## config.mk

```make
export PLATFORM = sky130hd
export DESIGN_NAME = psum_spad_flat
export DESIGN_NICKNAME = d
export VERILOG_FILES = /design/src/rtl/psum_spad_if.sv /design/src/rtl/psum_spad.sv /design/src/flat_wrapper.sv
export SDC_FILE = /design/constraint.sdc
export NUM_CORES = 1
export LEC_CHECK = 0
export BUFFER_PORTS_ARGS = -buffer_cell sky130_fd_sc_hd__buf_2
export CAP_MARGIN = 5
export CORE_AREA = 2 2 180 182
export DETAILED_ROUTE_END_ITERATION = 8
export DIE_AREA = 0 0 182 184
export SLEW_MARGIN = 20
export SYNTH_ARGS = -nofsm -noshare
export SYNTH_HDL_FRONTEND = slang
export SYNTH_SLANG_ARGS = --single-unit
export TNS_END_PERCENT = 100
```

## constraint.sdc

```tcl
create_clock -name clk -period 3.04 [get_ports clk]
set_input_delay 0.76 -clock clk [delete_from_list [all_inputs] [get_ports clk]]
set_output_delay 0.76 -clock clk [all_outputs]
set_load 0.02 [all_outputs]
```

## src/rtl/psum_spad_if.sv

```systemverilog
// Handshake and data bundle between the psum scratchpad and its MAC / drain consumer.
interface psum_spad_if #(
    parameter int SIZEIN  = 16,
    parameter int SIZEOUT = 40
);
    logic                      start;
    logic [3:0]                cfg_len;
    logic [7:0]                cfg_pass;
    logic                      wb_en;
    logic signed [SIZEOUT-1:0] accum_in;
    logic signed [SIZEIN-1:0]  psum_out;
    logic                      clear_out;
    logic                      busy;
    logic                      dout_valid;
    logic                      dout_ready;
    logic signed [SIZEIN-1:0]  dout;
    logic                      done;

    modport master (
        output start, cfg_len, cfg_pass, wb_en, accum_in, dout_ready,
        input  psum_out, clear_out, busy, dout_valid, dout, done
    );

    modport slave (
        input  start, cfg_len, cfg_pass, wb_en, accum_in, dout_ready,
        output psum_out, clear_out, busy, dout_valid, dout, done
    );
endinterface

```

## src/rtl/psum_spad.sv

```systemverilog
// Partial-sum scratchpad: accumulates MAC results over several passes, then drains them.
//   state | meaning
//   IDLE  | waiting for start
//   ACCUM | feeding psum to MAC, writing back saturated results
//   DRAIN | streaming stored psums out with valid/ready
module psum_spad #(
    parameter int SIZEIN  = 16,
    parameter int SIZEOUT = 40,
    parameter int DEPTH   = 16
) (
    input  logic        clk,
    input  logic        rst,
    psum_spad_if.slave  bus
);
    typedef enum logic [1:0] {IDLE, ACCUM, DRAIN} state_t;

    state_t                   state;
    logic [3:0]               ptr;
    logic [3:0]               rd_ptr;
    logic [3:0]               len;
    logic [7:0]               npass;
    logic [7:0]               pass_cnt;
    logic                     busy_r;
    logic                     done_r;
    logic                     dout_valid_r;
    logic signed [SIZEIN-1:0] mem [DEPTH];
    logic signed [SIZEIN-1:0] sat_val;

    // Out of range exactly when the bits above the result's sign bit disagree with accum's sign.
    always_comb begin
        sat_val = bus.accum_in[SIZEIN-1:0];
        if (bus.accum_in[SIZEOUT-1:SIZEIN-1] != {(SIZEOUT-SIZEIN+1){bus.accum_in[SIZEOUT-1]}}) begin
            sat_val = bus.accum_in[SIZEOUT-1] ? {1'b1, {(SIZEIN-1){1'b0}}}
                                              : {1'b0, {(SIZEIN-1){1'b1}}};
        end
    end

    // Contents are intentionally not reset; pass 0 runs with clear_out so stale data is ignored.
    always_ff @(posedge clk) begin
        if (!rst && state == ACCUM && bus.wb_en) begin
            mem[ptr] <= sat_val;
        end
    end

    always_ff @(posedge clk) begin
        if (rst) begin
            state        <= IDLE;
            ptr          <= '0;
            rd_ptr       <= '0;
            len          <= '0;
            npass        <= '0;
            pass_cnt     <= '0;
            busy_r       <= 1'b0;
            done_r       <= 1'b0;
            dout_valid_r <= 1'b0;
        end else begin
            done_r <= 1'b0;
            case (state)
                IDLE: begin
                    // A start coinciding with the done pulse is dropped.
                    if (bus.start && !done_r) begin
                        state    <= ACCUM;
                        len      <= bus.cfg_len;
                        npass    <= bus.cfg_pass;
                        ptr      <= '0;
                        pass_cnt <= '0;
                        busy_r   <= 1'b1;
                    end
                end
                ACCUM: begin
                    if (bus.wb_en) begin
                        if (ptr == len) begin
                            ptr <= '0;
                            if (pass_cnt == npass) begin
                                state        <= DRAIN;
                                rd_ptr       <= '0;
                                dout_valid_r <= 1'b1;
                            end else begin
                                pass_cnt <= pass_cnt + 8'd1;
                            end
                        end else begin
                            ptr <= ptr + 4'd1;
                        end
                    end
                end
                DRAIN: begin
                    if (dout_valid_r && bus.dout_ready) begin
                        if (rd_ptr == len) begin
                            state        <= IDLE;
                            dout_valid_r <= 1'b0;
                            busy_r       <= 1'b0;
                            done_r       <= 1'b1;
                        end else begin
                            rd_ptr <= rd_ptr + 4'd1;
                        end
                    end
                end
                default: begin
                    state <= IDLE;
                end
            endcase
        end
    end

    assign bus.psum_out   = (state == ACCUM) ? mem[ptr] : '0;
    assign bus.clear_out  = (state == ACCUM) && (pass_cnt == 8'd0);
    assign bus.dout       = (state == DRAIN) ? mem[rd_ptr] : '0;
    assign bus.dout_valid = dout_valid_r;
    assign bus.busy       = busy_r;
    assign bus.done       = done_r;
endmodule

```

## src/flat_wrapper.sv

```systemverilog
// flat-port wrapper written by rule: the top's interface ports become plain ports
module psum_spad_flat 
#(
    parameter int SIZEIN  = 16,
    parameter int SIZEOUT = 40,
    parameter int DEPTH   = 16
)
  (clk, rst, bus_start, bus_cfg_len, bus_cfg_pass, bus_wb_en, bus_accum_in, bus_dout_ready, bus_psum_out, bus_clear_out, bus_busy, bus_dout_valid, bus_dout, bus_done);
  psum_spad_if #(.SIZEIN(SIZEIN), .SIZEOUT(SIZEOUT)) bus_i ();
  input  logic clk;
  input  logic rst;
  input wire logic [$bits(bus_i.start)-1:0] bus_start;
  input wire logic [$bits(bus_i.cfg_len)-1:0] bus_cfg_len;
  input wire logic [$bits(bus_i.cfg_pass)-1:0] bus_cfg_pass;
  input wire logic [$bits(bus_i.wb_en)-1:0] bus_wb_en;
  input wire logic [$bits(bus_i.accum_in)-1:0] bus_accum_in;
  input wire logic [$bits(bus_i.dout_ready)-1:0] bus_dout_ready;
  output wire logic [$bits(bus_i.psum_out)-1:0] bus_psum_out;
  output wire logic [$bits(bus_i.clear_out)-1:0] bus_clear_out;
  output wire logic [$bits(bus_i.busy)-1:0] bus_busy;
  output wire logic [$bits(bus_i.dout_valid)-1:0] bus_dout_valid;
  output wire logic [$bits(bus_i.dout)-1:0] bus_dout;
  output wire logic [$bits(bus_i.done)-1:0] bus_done;
  assign bus_i.start = bus_start;
  assign bus_i.cfg_len = bus_cfg_len;
  assign bus_i.cfg_pass = bus_cfg_pass;
  assign bus_i.wb_en = bus_wb_en;
  assign bus_i.accum_in = bus_accum_in;
  assign bus_i.dout_ready = bus_dout_ready;
  assign bus_psum_out = bus_i.psum_out;
  assign bus_clear_out = bus_i.clear_out;
  assign bus_busy = bus_i.busy;
  assign bus_dout_valid = bus_i.dout_valid;
  assign bus_dout = bus_i.dout;
  assign bus_done = bus_i.done;
  psum_spad #(.SIZEIN(SIZEIN), .SIZEOUT(SIZEOUT), .DEPTH(DEPTH)) u_core (.clk(clk), .rst(rst), .bus(bus_i));
endmodule
```

# After elaboration in Yosys (flattened, before gate mapping)
# Memories as Yosys holds them, arrays and structs flattened. A register that Yosys moved wholly into a read port is not among the register bits.
# Index checks and enable logic that the tools add are counted.
[word_totals] regBits=33 latch_bits=0 rom_bits=0 wordCells=90 out_inout_bits=36 in_bits=57 n_memories=1 ramBits=256
[memory_table] name="u_core.mem" depth=16 width=16 rd=2 rd_ports_with_merged_regs=2 wr=1 line_no="psum_spad.sv:26" source="logic signed [SIZEIN-1:0] mem [DEPTH];"
[classes] bitwise=2 magnitude_cmp=0 n_shift=0 n_addsub=3 div=0 n_reduce_logical=20 eq_ne=14 n_mux=41 multipliers=0
[op_table] op="$mux 16" count=4
[op_table] op="$mux 4" count=12
[op_table] op="$mux 8" count=4
[op_table] op="$ne 24x24->1" count=1
[op_table] op="$reduce_and 6->1" count=3
[op_table] op="$pmux 4 s2" count=2
[op_table] op="$pmux 8 s2" count=1
[op_table] op="$mux 2" count=6
[op_table] op="$ne 2x2->1 const B" count=5
[op_table] op="$mux 1" count=9
[op_table] op="$add 4x1->4 const B" count=2
[op_table] op="$add 8x1->8 const B" count=1
[op_table] op="$eq 4x4->1" count=2
[op_table] op="$eq 8x8->1" count=1
[op_table] op="$logic_not 8->1" count=1
[op_table] op="$ne 2x1->1 const B" count=3
[op_table] op="$pmux 2 s3" count=1
[op_table] op="$reduce_bool 2->1" count=3
[op_table] op="$logic_and 1x1->1" count=5
[op_table] op="$reduce_and 5->1" count=1
[op_table] op="$pmux 1 s2" count=2
[op_table] op="$reduce_and 4->1" count=1
[op_table] op="$reduce_and 3->1" count=1
[op_table] op="$reduce_or 3->1" count=1
[op_table] op="other kinds (6)" count=8

# Longest topological paths before layout
[logic_depth] word_depth=7 mapped_depth=7 ltp_nobuf=6

# Worst setup path before layout
# Ideal clock, no wire load.
[synth_timing] path_type="in2reg" start="input bus_wb_en" end="memory u_core.mem[3][0] (enable)" required_ps=2631 setup_time_ps=409 path_stages=4 arrival_time_ps=2554 slack_ps=77 cell_sequence="nand3b_1 nor2_1 nand2_1 nor3_1"
[synth_between] elab_chain_cells=3
[synth_lines] element="start, declared" line_no="flat_wrapper.sv:15" source="input wire logic [$bits(bus_i.wb_en)-1:0] bus_wb_en;"
[synth_lines] element="$logic_and 1x1->1" line_no="psum_spad.sv:40" source="if (!rst && state == ACCUM && bus.wb_en) begin"
[synth_lines] element="$mux 1" line_no="psum_spad.sv:40"
[synth_lines] element="$mux 1 (implied by the code)" line_no="psum_spad.sv:41" source="mem[ptr] <= sat_val;"
[synth_lines] element="end, declared" line_no="psum_spad.sv:26"
# No other way between the ends.

==> reports/metrics.csv <==
stage,metric,value,unit
run_status,run status,finished with violations,
run_status,failing checks,negative setup slack,
grt,first-pass GRT wire length,54.0,mm
clock_network,CTS tree,done,
clock_network,Root Driver,clkbuf_16,
synthesis,synthesized flop and latch total,297,
grt,total track usage,22.0,%
synthesis,cell taking the most area after synthesis,edfxtp_1,
clock_network,clock sinks,297,
clock_network,H-tree lvl count,1,
power_and_ir_drop,peak supply drop,0.436,mV
grt,initial antenna violation count,0,
die,full die area,33500,um2
synthesis,top-count cell post-synth,edfxtp_1,
route,"antenna viol nets, final",0,
route,post-DR vias/cell,6.21,
synthesis,"EDFF count, synth",256,
die,die height,184,um
layout,share of cells above drive strength 1,45.1,%
power_and_ir_drop,Static Leak,5.59,nW
clock_network,Clock Path Buffers,3,
sta,final setup margin,-298,ps
power_and_ir_drop,Cell Pwr Density,545,nW/um2
layout,"Net count, final",987,
clock_network,CTS Hold Bufs,0,
route,drt pass-1 iters,5,
clock_network,clk slew on worst S/H paths,70,ps
critical_path,Worst Path Max Fanout,6,
synthesis,YS warnings,0,
grt,vias in the first global route,8638,
critical_path,critical path type,register to output port,
clock_network,Worst-Skew Late Latency,560,ps
synthesis,"Top FF cell, synth",edfxtp_1,
synthesis,Synth area leaders,"edfxtp_1 (55%), mux4_2 (26%), dfxtp_1 (5.9%)",
sta,# setup viols final,32,
route,per-cell routed wire length,27.9,um
worst_hold_path,hold worst-path end,u_core.npass[6],
synthesis,"Net Count, Synth",848,
placed_design,placed inst area,15400,um2
layout,Layout area overhead,21.5,%
placed_design,Port Buf Inserts,92,
grt,GR Overflow Total,0,
synthesis,synth unique cells,45,
synthesis,Syn Area/Cell,17.9,um2
critical_path,R2R Setup Slk,550,ps
sta,final-report max-slew violation count,0,
route,DR vias,8389,
die,row count,65,
grt,largest net degree at the start of global routing,37,
critical_path,crit path DAT,2580,ps
die,Die X,182,um
worst_hold_path,critical hold path startpoint,bus_cfg_pass[6],
synthesis,ys async rst share,0,%
synthesis,Post-Synthesis Cells,784,
clock_network,TritonCTS buffer count,31,
layout,final instance area,17000,um2
synthesis,Post-Synthesis Cell Area,14000,um2
route,DR iter-0 viols,904,
critical_path,critical path required time,2280,ps
critical_path,reg2reg start,u_core.state[0],
sta,final hold vios,0,
critical_path,Crit. End Element,output port,
flow_run,Max-cap violations,0,
layout,post-route core utilization,54.3,%
layout,Antenna Cells,0,
worst_hold_path,worst min path class,primary input to register,
sta,setup TNS,-8140,ps
critical_path,FF-to-FF End,u_core.mem[1][5],
die,initial core utilization,44.7,%
synthesis,top-area cell type share of the netlist area,54.8,%
sta,"Period Utilization, post-route",110,%
sta,Worst-Margin Slew,636,ps
placed_design,DP HPWL,22.6,mm
sta,Worst Skew,9.69,ps
die,total core area,31400,um2
sta,fmax,0.300,GHz
critical_path,CP Launch Type,register,
sta,Final min period,3340,ps
sta,RSZ-0062 raised after global routing,yes,
sta,slew margin rel.,57.6,%
critical_path,reg2reg path depth,5,
synthesis,Synth top cells by count,"edfxtp_1 (256), mux4_2 (160), nand2_1 (44)",
route,DRT Wirelength,37.7,mm
route,drt drc,0,
synthesis,post-synthesis sequential area ratio,60.7,%
worst_hold_path,Hold Path Depth,3,
placed_design,GP Congestion,0.823,
die,Ports,93,
-- per-stage QoR --
stage	setup slack (ps)	hold WS [ps]	total power, mW	std cells
floorplan	76.9	449	5.07	784
global placement	262	466	5.31	1273
detailed placement	227	477	5.33	1273
CTS	-335	417	9.28	1338
global route	-352	430	9.57	1350
finish	-298	441	9.28	1350
-- worst max-delay path by stage --
stage	startpoint	to	cells past startpoint
final	register	bus_psum_out[7]	6
after global routing	register	bus_psum_out[15]	6
after CTS	register	bus_psum_out[12]	5
after detailed placement	bus_wb_en	u_core.mem[13][2]	6
after global placement	register	bus_dout[7]	5
after floorplan	bus_wb_en	u_core.mem[3][0]	4
-- power by group --
group / total (mW) / switching (mW) / internal, mW
clock: 3.95 / 1.58 / 2.37
combinational: 0.854 / 0.422 / 0.432
sequential: 4.48 / 0.0317 / 4.45
-- flip-flops by register name, indices dropped and copies added (netlist names), named ones only --
signal	count
u_core.npass	8
u_core.bus.done	1
u_core.rd_ptr	4
u_core.ptr	4
u_core.state	2
u_core.pass_cnt	8
u_core.bus.dout_valid	1
u_core.len	4
u_core.mem	256
u_core.bus.busy	1
-- repair_timing --
action | 4_1_cts | 5_1_grt
gates cloned | 2 | 8
endpoints found under the hold margin | 0 | 0
pin swaps | 2 | 9
buffers inserted | 5 | 5
gates resized for setup | 35 | 56
endpoints found under the setup margin | 32 | 32
-- cells in the final DEF, fill, tap and decap left out, types with 14 or more instances in the layout --
cell type,netlist,routed
dfxtp_1,41,37
and2_4,0,27
nor2_1,27,15
a21oi_1,23,23
a41o_1,16,16
buf_6,1,30
buf_4,0,46
nand2_1,44,44
buf_12,0,14
buf_2,19,64
mux4_2,160,160
edfxtp_1,256,256
nand3_1,20,20
clkbuf_16,0,38
-- worst max-delay path: stages, from the launching register on --
cell and delay [ps]:
dfxtp_4 370, buf_12 150, clkbuf_16 160, mux4_2 500, mux4_2 520, and2_4 190, buf_6 120
-- cell families (layout without fill, tap and decap cells) --
family                     after synthesis  after routing  share of synthesized area, %
adders and majority gates                7              7                         0.624
buffers and inverters                   64            228                          1.94
muxes                                  160            160                          25.7
DFF                                    297            297                          60.7
xor gates and xnor gates                19             19                          1.19
AOI/OAI and AO/OA                       62             62                          3.27
and+or+nand+nor                        175            175                          6.63
-- cell type report --
cell class                      count  area [um2]
Multi-Input combinational cell    423        5390
Timing Repair Buffer              164        1540
Inverter                            6        22.5
Sequential cell                   297        8520
Tap cell                          402         503
Fill cell                        2447       14400
Clock buffer                       34         787
Clock inverter                     24         277
-- layer usage --
metal | wire, um | global-route usage, % | share of wire (%)
met2 | 18700 | 37.2 | 50
met4 | 782 | 5.84 | 2.1
met1 | 15200 | 29.6 | 40
met5 | 0 | 0 | 0
met3 | 2960 | 3.88 | 7.9
Note: power is estimated with default switching activity, not from simulation.
